### src/rtl/dsp_engine_sequencer.sv
// Runs each unmasked DSP filter engine once per control period, lowest slot
// first, and forwards only the active engine's Mem2 writes to the result memory.
module dsp_engine_sequencer #(
    parameter int unsigned ENGINES  = 2,
    parameter int unsigned ACK_WAIT = 8,
    parameter int unsigned TIMEOUT  = 4095,
    parameter int unsigned ADDR_W   = 9,
    parameter int unsigned DATA_W   = 36
) (
    input  logic                      clk_i,
    input  logic                      rst_i,
    input  logic                      start_i,
    input  logic [ENGINES-1:0]        mask_i,
    input  logic                      clear_i,
    input  logic [ENGINES-1:0]        wip_i,
    output logic [ENGINES-1:0]        enable_o,
    input  logic [ENGINES-1:0]        mem2_we_i,
    input  logic [ENGINES*ADDR_W-1:0] mem2_addr_i,
    input  logic [ENGINES*DATA_W-1:0] mem2_data_i,
    output logic                      mem_we_o,
    output logic [ADDR_W-1:0]         mem_addr_o,
    output logic [DATA_W-1:0]         mem_data_o,
    output logic                      busy_o,
    output logic                      done_o,
    output logic                      overrun_o,
    output logic [ENGINES-1:0]        ack_err_o,
    output logic [ENGINES-1:0]        timeout_o
);
    localparam int unsigned SLOT_W  = $clog2(ENGINES + 1);
    localparam int unsigned CNT_MAX = (ACK_WAIT > TIMEOUT) ? ACK_WAIT : TIMEOUT;
    localparam int unsigned CNT_W   = $clog2(CNT_MAX + 2);

    typedef enum logic [2:0] {
        S_IDLE   = 3'd0,
        S_SELECT = 3'd1,
        S_LAUNCH = 3'd2,
        S_RUN    = 3'd3,
        S_DONE   = 3'd4
    } state_t;

    state_t              r_state;
    state_t              w_state_nxt;
    logic [SLOT_W-1:0]   r_slot;
    logic [SLOT_W-1:0]   w_slot_nxt;
    logic [CNT_W-1:0]    r_cnt;
    logic [CNT_W-1:0]    w_cnt_nxt;
    logic [CNT_W-1:0]    w_cnt_inc;
    logic [ENGINES-1:0]  r_run_mask;
    logic [ENGINES-1:0]  w_mask_nxt;
    logic [ENGINES-1:0]  w_ack_set;
    logic [ENGINES-1:0]  w_to_set;

    logic [ENGINES-1:0]  r_enable;
    logic                r_busy;
    logic                r_done;
    logic                r_overrun;
    logic [ENGINES-1:0]  r_ack_err;
    logic [ENGINES-1:0]  r_timeout;
    logic                r_mem_we;
    logic [ADDR_W-1:0]   r_mem_addr;
    logic [DATA_W-1:0]   r_mem_data;

    logic [ENGINES-1:0]  w_enable_nxt;
    logic                w_busy_nxt;
    logic                w_done_nxt;
    logic                w_overrun_nxt;
    logic [ENGINES-1:0]  w_ack_err_nxt;
    logic [ENGINES-1:0]  w_timeout_nxt;
    logic                w_fwd;
    logic [ADDR_W-1:0]   w_mem_addr_nxt;
    logic [DATA_W-1:0]   w_mem_data_nxt;

    logic [ENGINES-1:0]  w_slot_oh;
    logic                w_sel_mask;
    logic                w_sel_wip;
    logic                w_sel_we;
    logic [ADDR_W-1:0]   w_sel_addr;
    logic [DATA_W-1:0]   w_sel_data;

    // Decode the current slot; slot == ENGINES (end of sweep) selects nothing.
    always_comb begin
        w_slot_oh  = '0;
        w_sel_addr = '0;
        w_sel_data = '0;
        for (int k = 0; k < ENGINES; k++) begin
            if (r_slot == SLOT_W'(k)) begin
                w_slot_oh[k] = 1'b1;
                w_sel_addr   = mem2_addr_i[k*ADDR_W +: ADDR_W];
                w_sel_data   = mem2_data_i[k*DATA_W +: DATA_W];
            end
        end
    end

    assign w_sel_mask = |(r_run_mask & w_slot_oh);
    assign w_sel_wip  = |(wip_i & w_slot_oh);
    assign w_sel_we   = |(mem2_we_i & w_slot_oh);
    assign w_cnt_inc  = r_cnt + CNT_W'(1);

    // State register and sequencing counters.
    always_ff @(posedge clk_i) begin
        if (rst_i) begin
            r_state    <= S_IDLE;
            r_slot     <= '0;
            r_cnt      <= '0;
            r_run_mask <= '0;
        end else begin
            r_state    <= w_state_nxt;
            r_slot     <= w_slot_nxt;
            r_cnt      <= w_cnt_nxt;
            r_run_mask <= w_mask_nxt;
        end
    end

    // Next-state logic; WIP is checked before the counter so a fall on the
    // last allowed cycle is a clean finish, not a timeout.
    always_comb begin
        w_state_nxt = r_state;
        w_slot_nxt  = r_slot;
        w_cnt_nxt   = r_cnt;
        w_mask_nxt  = r_run_mask;
        w_ack_set   = '0;
        w_to_set    = '0;
        case (r_state)
            S_IDLE: begin
                if (start_i) begin
                    w_mask_nxt  = mask_i;
                    w_slot_nxt  = '0;
                    w_state_nxt = S_SELECT;
                end
            end
            S_SELECT: begin
                if (r_slot == SLOT_W'(ENGINES)) begin
                    w_state_nxt = S_DONE;
                end else if (!w_sel_mask) begin
                    w_slot_nxt = r_slot + SLOT_W'(1);
                end else begin
                    w_cnt_nxt   = '0;
                    w_state_nxt = S_LAUNCH;
                end
            end
            S_LAUNCH: begin
                w_cnt_nxt = w_cnt_inc;
                if (w_sel_wip) begin
                    w_cnt_nxt   = '0;
                    w_state_nxt = S_RUN;
                end else if (w_cnt_inc >= CNT_W'(ACK_WAIT)) begin
                    w_ack_set   = w_slot_oh;
                    w_slot_nxt  = r_slot + SLOT_W'(1);
                    w_state_nxt = S_SELECT;
                end
            end
            S_RUN: begin
                w_cnt_nxt = w_cnt_inc;
                if (!w_sel_wip) begin
                    w_slot_nxt  = r_slot + SLOT_W'(1);
                    w_state_nxt = S_SELECT;
                end else if (w_cnt_inc >= CNT_W'(TIMEOUT)) begin
                    w_to_set    = w_slot_oh;
                    w_slot_nxt  = r_slot + SLOT_W'(1);
                    w_state_nxt = S_SELECT;
                end
            end
            S_DONE: begin
                w_state_nxt = S_IDLE;
            end
            default: begin
                w_state_nxt = S_IDLE;
            end
        endcase
    end

    // Output logic: values the output registers take on the coming edge.
    always_comb begin
        w_enable_nxt = '0;
        if (w_state_nxt == S_LAUNCH || w_state_nxt == S_RUN) begin
            w_enable_nxt = w_slot_oh;
        end
        w_busy_nxt = (w_state_nxt == S_SELECT) || (w_state_nxt == S_LAUNCH) ||
                     (w_state_nxt == S_RUN);
        w_done_nxt = (w_state_nxt == S_DONE);

        w_fwd          = ((r_state == S_LAUNCH) || (r_state == S_RUN)) && w_sel_we;
        w_mem_addr_nxt = w_fwd ? w_sel_addr : r_mem_addr;
        w_mem_data_nxt = w_fwd ? w_sel_data : r_mem_data;

        w_overrun_nxt = (r_overrun & ~clear_i) | (start_i & (r_state != S_IDLE));
        w_ack_err_nxt = (r_ack_err & ~{ENGINES{clear_i}}) | w_ack_set;
        w_timeout_nxt = (r_timeout & ~{ENGINES{clear_i}}) | w_to_set;
    end

    // Registered outputs.
    always_ff @(posedge clk_i) begin
        if (rst_i) begin
            r_enable   <= '0;
            r_busy     <= 1'b0;
            r_done     <= 1'b0;
            r_overrun  <= 1'b0;
            r_ack_err  <= '0;
            r_timeout  <= '0;
            r_mem_we   <= 1'b0;
            r_mem_addr <= '0;
            r_mem_data <= '0;
        end else begin
            r_enable   <= w_enable_nxt;
            r_busy     <= w_busy_nxt;
            r_done     <= w_done_nxt;
            r_overrun  <= w_overrun_nxt;
            r_ack_err  <= w_ack_err_nxt;
            r_timeout  <= w_timeout_nxt;
            r_mem_we   <= w_fwd;
            r_mem_addr <= w_mem_addr_nxt;
            r_mem_data <= w_mem_data_nxt;
        end
    end

    assign enable_o   = r_enable;
    assign busy_o     = r_busy;
    assign done_o     = r_done;
    assign overrun_o  = r_overrun;
    assign ack_err_o  = r_ack_err;
    assign timeout_o  = r_timeout;
    assign mem_we_o   = r_mem_we;
    assign mem_addr_o = r_mem_addr;
    assign mem_data_o = r_mem_data;

endmodule

### config.mk
export PLATFORM = sky130hd
export DESIGN_NAME = dsp_engine_sequencer
export DESIGN_NICKNAME = d
export VERILOG_FILES = /design/src/rtl/dsp_engine_sequencer.sv
export SDC_FILE = /design/constraint.sdc
export NUM_CORES = 1
export LEC_CHECK = 0
export CORE_UTILIZATION = 39
export DETAILED_ROUTE_END_ITERATION = 8
export PLACE_DENSITY = 0.8
export SYNTH_ARGS = -nofsm -noshare
export SYNTH_HDL_FRONTEND = slang
export SYNTH_SLANG_ARGS = --single-unit
### constraint.sdc
create_clock -name clk_i -period 2.4 [get_ports clk_i]
set_clock_uncertainty 0.1 [all_clocks]
set_input_delay 0.48 -clock clk_i [delete_from_list [all_inputs] [get_ports clk_i]]
set_output_delay 0.48 -clock clk_i [all_outputs]
set_load 0.1 [all_outputs]
==> summary.md <==
| Metric | Value |
|---|---|
| Die Span Y | `99.4 um` |
| Final Hold Fails | `0` |
| Via density | `5.48` |
| First-pass GRT wire length | `17400 um` |
| Tmin final | `2.28 ns` |
| Synth Register Bits | `75` |
| RSZ-0062 raised after global routing | `yes` |
| Starting Density | `40.2%` |
| Area post-placement | `0.00522 sq mm` |
| Layout cells sized above 1 | `19.3%` |
| Register Area | `0.00151 sq mm` |
| Die area | `0.00987 sq mm` |
| Final Cell Area | `0.00551 sq mm` |
| Fmax | `0.439 GHz` |
| Outcome | `complete, no violations` |
| Synthesis-to-layout area growth | `49.1%` |
| P per Cell Area | `906 mW/mm^2` |
| Leak | `2.11 nW` |
| CTS sink cnt | `75` |
| Num rows | `35` |
| Routed len/inst | `15.5 um` |
| DRT iter0 DRCs | `140` |
| Count of flip-flops with a built-in enable after synthesis | `0` |
| TritonCTS buffer count | `9` |
| Routed WL | `10900 um` |
| GRT Residual Overflow | `0` |
| Slew @ Worst Pin | `0.618 ns` |
| Fillers | `809` |
| Clk buf depth | `2` |
| Seq/Total Area, Yosys | `40.6%` |
| Detailed-placement wirelength estimate | `8130 um` |
| GRT Total Usage | `22.1%` |
| Post-synth cell types | `48` |
| Syn nets | `550` |
| Hold_ws | `0.379 ns` |
| DR pass1 iterations | `4` |
| Port Buffer Count | `154` |
| Post-synth ARST share | `0%` |
| Max VDD drop | `559 uV` |
| Crit Path Class | `flip-flop to flip-flop` |
| Vias | `3844` |
| Worst R2R Setup Slack | `0.12 ns` |
| CTS root buffer | `clkbuf_8` |
| Antenna violations before repair | `0` |
| CP max FO | `6` |
| Maxcap violations | `0` |
| Multi-input gate area | `0.00208 sq mm` |
| Arr. time, crit path | `2.42 ns` |
| Clock transition at path regs | `0.08 ns` |
| Vias in the first global route | `3592` |
| Placeable Area | `0.00920 sq mm` |
| Worst EP required | `2.54 ns` |
| NumNets Final | `690` |
| Nature of the critical path endpoint | `flip-flop` |
| Final-report setup violation count | `0` |
| CTS tree | `done` |
| Part of the cycle the worst path needs | `94.8%` |
| Worst slew margin | `58.8%` |
| Ys Warns | `0` |
| Synth Instances | `445` |
| Hold/Removal Path Class | `flip-flop to flip-flop` |
| CP startpoint kind | `flip-flop` |
| DR DRC count | `0` |
| Worst-Skew Late Latency | `0.35 ns` |
| # IOs | `155` |
| # diodes | `0` |
| Avg Inst Size Synth | `8.31 sq um` |
| Routability cong. | `0.919` |
| Largest net degree at the start of global routing | `91` |
| Most used DFF post-synth | `dfxtp_1` |
| Final-report max-slew violation count | `0` |
| DRT antenna net count | `0` |
| Synthesized cell area | `0.00370 sq mm` |
| Die width | `99.4 um` |
| Htree depth | `3` |
sequential cells by signal, summed over array words and instances (netlist names), 2 cells and up:
register and flops:
mem_data_o 36, r_cnt 13, mem_addr_o 9, r_state 3, ack_err_o 2, enable_o 2
r_run_mask 2, r_slot 2, timeout_o 2
layout make-up:
type / instances / area share, %
Clock buffer: 10 / 2.32
Clock inverter: 6 / 1.64
Inverter: 6 / 0.409
Multi-Input combinational cell: 323 / 37.7
Sequential cell: 75 / 27.4
Tap cell: 111 / 2.52
Timing Repair Buffer: 170 / 28.0
logic make-up after synthesis:
group | share of synthesized area [%]
AO/OA/AOI/OAI | 28.5
buffers and inverters | 5.25
multiplexers | 1.35
XOR/XNOR | 1.90
flip-flops | 40.6
AND/OR/NAND/NOR | 20.7
adder cells (fa/ha/maj) | 1.69
critical path, stage by stage, from the launching register on:
cell and delay (ns):
dfxtp_1 0.38, ha_4 0.17, nand3_4 0.11, or3_4 0.38, a2111oi_4 0.37, o2111ai_2 0.20, nand2b_1 0.19, o211ai_2 0.12
mux2i_1 0.14
cell usage after synthesis (4+ instances only):
library cell	count	share of area, %
a211oi_1	47	9.5
a21oi_1	27	3.7
a22oi_1	51	10
and2_1	4	0.68
and3_1	5	0.85
buf_2	4	0.54
clkbuf_1	32	3.2
dfxtp_1	75	41
ha_1	5	1.7
inv_1	6	0.61
mux2i_1	5	1.4
nand2_1	10	1.0
nand2b_1	10	1.7
nand3_1	6	0.81
nand4_1	6	1.0
nor2_1	85	8.6
nor3_1	9	1.2
o21ai_0	12	1.6
xnor2_1	5	1.2
power breakdown:
group | total, mW | internal, mW | switching, mW | leakage [nW]
Clock | 1.07 | 0.588 | 0.487 | 0.106
Sequential | 1.49 | 1.39 | 0.0960 | 0.609
Combinational | 2.43 | 0.720 | 1.71 | 1.39
Total | 4.99 | 2.70 | 2.29 | 2.11
stage by stage:
stage / utilization, % / TNS, ns / cells / setup WS (ns) / total power [mW]
2_1_floorplan: - / 0 / 445 / 0.00130 / 3.27
5_1_grt: 59.9 / -0.00894 / 701 / -0.00465 / 5.25
3_3_place_gp: 56.7 / 0 / 684 / 0.122 / 3.90
4_1_cts: 59.1 / 0 / 700 / 0.0105 / 5.00
3_5_place_dp: 56.7 / 0 / 684 / 0.0286 / 3.93
6_report: 59.9 / 0 / 701 / 0.124 / 4.99
final timing paths:
kind / to / from / depth (start not counted)
setup / recovery: r_slot[0] / r_cnt[1] / 8
hold / removal: ack_err_o[0] / ack_err_o[0] / 2
setup reg to reg: r_slot[0] / r_cnt[1] / 8
hold reg to reg: ack_err_o[0] / ack_err_o[0] / 2
repair_timing:
item                       in CTS  in global routing
resized for setup               0                 16
setup endpoints to repair       0                 14
setup buffers                   0                  1
hold buffers                    0                  0
hold endpoints to repair        0                  0
routing by layer:
| layer | part of all wire (%) | global-route usage, % | routed length (um) | vias to the layer above |
|---|---|---|---|---|
| met1 | 43 | 27.5 | 4640 | 1793 |
| li1 | - | - | - | 1914 |
| met4 | 1.9 | 7.47 | 211 | 0 |
| met3 | 5.5 | 5.76 | 595 | 18 |
| met2 | 50 | 37.1 | 5450 | 119 |
| met5 | 0 | 0 | 0 | - |
layout by cell type, fill, tap and decap left out, types with 2 or more instances in the layout:
cell	synthesis	routed
o21a_1	2	2
nor3_1	9	7
a211oi_1	47	47
mux2i_1	5	5
dfxtp_2	0	5
o31ai_1	2	2
nand2b_1	10	10
nand3b_1	2	2
nor3_2	0	2
nor2b_1	3	2
nand4_1	6	6
nor3b_1	2	2
dfxtp_1	75	70
buf_4	3	69
ha_1	5	3
and3_1	5	5
a21oi_1	27	25
clkbuf_8	0	9
a22oi_1	51	50
nand2_1	10	10
inv_1	6	6
o21ai_0	12	12
clkinv_4	0	2
xnor2_1	5	5
nor2_1	85	84
bufinv_16	0	2
buf_12	0	2
xor2_1	3	3
and2_1	4	4
clkdlybuf4s50_1	0	98
nand3_1	6	5
nor4_1	2	2
a21oi_2	1	3
Note: power is estimated with default switching activity, not from simulation.
==> RTL change 1: new RTL, same settings <==
Encoding of `state_t`: now one-hot (5 bits for 5 states).
--- a/src/rtl/dsp_engine_sequencer.sv
+++ b/src/rtl/dsp_engine_sequencer.sv
@@ -31,10 +31,10 @@
     localparam int unsigned CNT_W   = $clog2(CNT_MAX + 2);
 
-    typedef enum logic [2:0] {
-        S_IDLE   = 3'd0,
-        S_SELECT = 3'd1,
-        S_LAUNCH = 3'd2,
-        S_RUN    = 3'd3,
-        S_DONE   = 3'd4
+    typedef enum logic [4:0] {
+        S_IDLE   = 5'b00001,
+        S_SELECT = 5'b00010,
+        S_LAUNCH = 5'b00100,
+        S_RUN    = 5'b01000,
+        S_DONE   = 5'b10000
     } state_t;
 
Behaviour: no difference found for any inputs over 10 cycles, from zero or initial values and one cycle with rst_i high; not proved beyond that.
==> RTL change 1 against the unedited design <==
Maximum frequency fell by 2.1%; sequential cell count increased by 2; worst setup slack got worse by 0.049 ns; core utilization is 1.6 points higher; global-route usage up 1.3 points; area after synthesis grew 4.9%; sequential share of layout area down 1.3 points; wire length is 12% higher; final area up 8.1%; critical path depth decreased by 1; critical endpoint is now r_state[2].
Power is not compared: it rests on default switching activity, and its combinational part moved more than twofold at a synthesized area within 25%.
==> RTL change 1: results <==
[grt]
grt_max_degree = 92
grt_pass1_wl_mm = 18.6

[place]
dp.cells = 747
dpl_cell_area_mm2 = 0.00557
detailed_place_hpwl_mm = 8.71
dp_slack_ns = -0.0859

[worst_setup_path]
cp-startpoint = "r_cnt[2]"
slowest_stage = "or4_4"
crit_arrival_ns = 2.47
crit_family = "simple AND/OR/NAND/NOR gates"
r2r_slack_ns = 0.08
crit_path_max_fanout = 9
r2r_cells = 7
r2r_start = "r_cnt[2]"

[synthesis]
synth.area.top_cells = "dfxtp_1 (40%), a22oi_1 (9.7%), a211oi_1 (9.1%)"
synth_common_cells = "dfxtp_1 (77), nor2_1 (75), a22oi_1 (50)"
synthesis.nets = 572

[detailed_routing]
first_pass_iters = 6
vias = 4172
drt-total-wl_mm = 12.2
drt_iter0_markers = 238

[sta]
hold_slack_ns = 0.365
slew_headroom = 0.613
timing.final.crit_share = 0.969

[worst_hold_path]
min_to = "r_run_mask[0]"
min_from = "r_run_mask[0]"

[outcome]
status = "complete, no violations"

[cells_and_area]
final_cell_count_no_fill = 763

[clocking]
post_cts_resized = 7
RTL change 1: cell families after synthesis:
family	share of synthesized area
compound gates	0.280
xor+xnor	0.0113
fa+ha+maj	0.0161
buf+inv	0.0645
flops	0.397
mux	0.00774
simple gates	0.223
RTL change 1: power breakdown:
part	switching [uW]	internal [uW]	total [uW]	leakage, uW
Combinational	216	237	453	0.00160
Clock	511	623	1130	0.000113
Sequential	18.9	1290	1310	0.000625
RTL change 1: layer usage:
metal | share of wire | GRT usage | up-vias
met2 | 0.51 | 0.398 | 176
met5 | 0 | 0 | -
met4 | 0.018 | 0.0825 | 0
li1 | - | - | 2050
met3 | 0.071 | 0.0676 | 24
met1 | 0.41 | 0.281 | 1922
RTL change 1: layout make-up:
type                    instances  area, um^2
clock inverters                 6        93.8
multi-input cells             332        2250
flip-flops and latches         77        1550
inverters                      12        45.0
repair buffers                193        1710
well taps                     133         166
fillers                       821        3730
clock buffers                  10         138
==> RTL change 2: new RTL, same settings <==
Without the edit above. The parameter `ENGINES` goes from 2 to 4.
--- a/src/rtl/dsp_engine_sequencer.sv
+++ b/src/rtl/dsp_engine_sequencer.sv
@@ -2,5 +2,5 @@
 // first, and forwards only the active engine's Mem2 writes to the result memory.
 module dsp_engine_sequencer #(
-    parameter int unsigned ENGINES  = 2,
+    parameter int unsigned ENGINES  = 4,
     parameter int unsigned ACK_WAIT = 8,
     parameter int unsigned TIMEOUT  = 4095,
Interface: changed (8 resized); port bits go from 155 to 257. No check against the original RTL was run, so the function may have changed too.
==> RTL change 2 against the unedited design <==
The flow now finishes with violations (setup timing); synthesized cell count is 46% higher; worst setup slack worse by 0.17 ns; sequential cell count is 9 higher; wire length is 80% higher; global-route usage is 7.2 points higher; total power is 23% lower; final area is 52% higher; first-iteration DRC count grew to 4.1 times the old value; area after synthesis is 32% higher.
==> RTL change 2: results <==
[outcome]
status = "complete, but fails checks"
violations = "setup timing"

[synthesis]
synth_common_cells = "nor2_1 (132), dfxtp_1 (84), nand2_1 (66)"
async_reset_ff_frac = 0
yosys_warnings = 0
synthesis.nets = 851
synth.area.top_cells = "dfxtp_1 (35%), nor2_1 (10%), a221oi_1 (8.1%)"
postSynthAreaPerCell_um2 = 7.51
synth-seq-area-share = 0.345
synthDistinctLibCells = 61

[clocking]
cts_max_path_buffers = 2
root_buffer = "clkbuf_16"
ctsHoldBuffers = 0
clk_pin_slew_ns = 0.06
clkLatencyLatePin_ns = 0.35
numCtsBuffers = 9
htree_levels = 3

[cells_and_area]
final_nets = 1125
fillCellCount = 978
largest_register_ffs = 36
drive_gt1_frac = 0.214
antenna-diode-count = 0

[grt]
grt_pass1_wl_mm = 29.6
grt_max_degree = 91
antenna_found_initial = 0
grt_pass1_vias = 5929
grt.total_usage = 0.293

[sta]
setup_ws_ns = -0.0439
worstMarginPinSlew_ns = 0.439
timing.final.crit_share = 1.02
setup_viol = 2

[place]
place_congestion = 0.965
detailed_place_hpwl_mm = 14.7
portBuffers = 256

[detailed_routing]
first_pass_iters = 5
routed_via_density = 5.70
routedWlPerCell_um = 17.9
vias = 6246
drt_iter0_markers = 571

[power_and_ir_drop]
p_leak_uw = 0.00322
vdd_drop_max_mv = 0.280

[worst_hold_path]
min_path_type = "flip-flop to flip-flop"

[worst_setup_path]
crit_path_max_fanout = 4
crit_arrival_ns = 2.58
[RTL change 2: critical path: stages, from the launching register on]
cell	delay, ns
dfxtp_2	0.34
buf_4	0.14
and4_4	0.18
a211o_1	0.34
a2111oi_4	0.33
o211ai_1	0.21
a21boi_2	0.28
nor3_4	0.08
buf_4	0.15
o31ai_1	0.20
[RTL change 2: path summary, 6_finish.rpt]
path / startpoint / to / slack (ns) / cells after the start
setup reg to reg: r_cnt[1] / r_slot[1] / -0.04 / 9
hold / removal: timeout_o[1] / timeout_o[1] / 0.39 / 2
setup / recovery: r_cnt[1] / r_slot[1] / -0.04 / 9
hold reg to reg: timeout_o[1] / timeout_o[1] / 0.39 / 2
[RTL change 2: metrics by stage]
step | hold WS, ns | TNS (ns) | worst slack [ns] | cell area [um^2]
floorplan | 0.360 | 0 | 0.00871 | 4870
global placement | 0.367 | -0.797 | -0.151 | 7850
detailed placement | 0.377 | -1.60 | -0.218 | 7850
CTS | 0.387 | -0.0167 | -0.0167 | 8220
global route | 0.416 | -0.565 | -0.156 | 8400
finish | 0.388 | -0.0564 | -0.0439 | 8400
[RTL change 2: power by group]
group	switching, uW	internal (uW)
Sequential	28.3	1430
Combinational	496	499
Clock	597	818
Total	1120	2740
[RTL change 2: layout make-up]
| type | count | area (um^2) | share of cell area |
|---|---|---|---|
| Multi-Input combinational cell | 492 | 3110 | 0.370 |
| Timing Repair Buffer | 328 | 3060 | 0.364 |
| Sequential cell | 84 | 1700 | 0.202 |
| Clock buffer | 10 | 229 | 0.0273 |
| Tap cell | 168 | 210 | 0.0250 |
| Clock inverter | 6 | 71.3 | 0.00849 |
| Inverter | 7 | 26.3 | 0.00313 |
[RTL change 2: what timing repair did]
action / 4_1_cts / 5_1_grt
pin swaps: 6 / 12
cloned: 0 / 0
gates resized for setup: 17 / 38
setup buffers: 1 / 6
endpoints found under the setup margin: 13 / 41
[RTL change 2: metal layers]
layer	part of all wire	GRT usage
met4	0.040	0.145
met5	0	0
met3	0.072	0.0537
met1	0.39	0.350
met2	0.49	0.507
[RTL change 2: cells by family (layout without fill, tap and decap cells)]
group,count (synthesis),count (layout),synth area share
and+or+nand+nor,260,260,0.243
adders and majority gates,7,7,0.0180
xor gates and xnor gates,6,6,0.0108
buffers and inverters,72,351,0.0581
DFF,84,84,0.345
AOI/OAI and AO/OA,213,213,0.312
muxes,6,6,0.0126
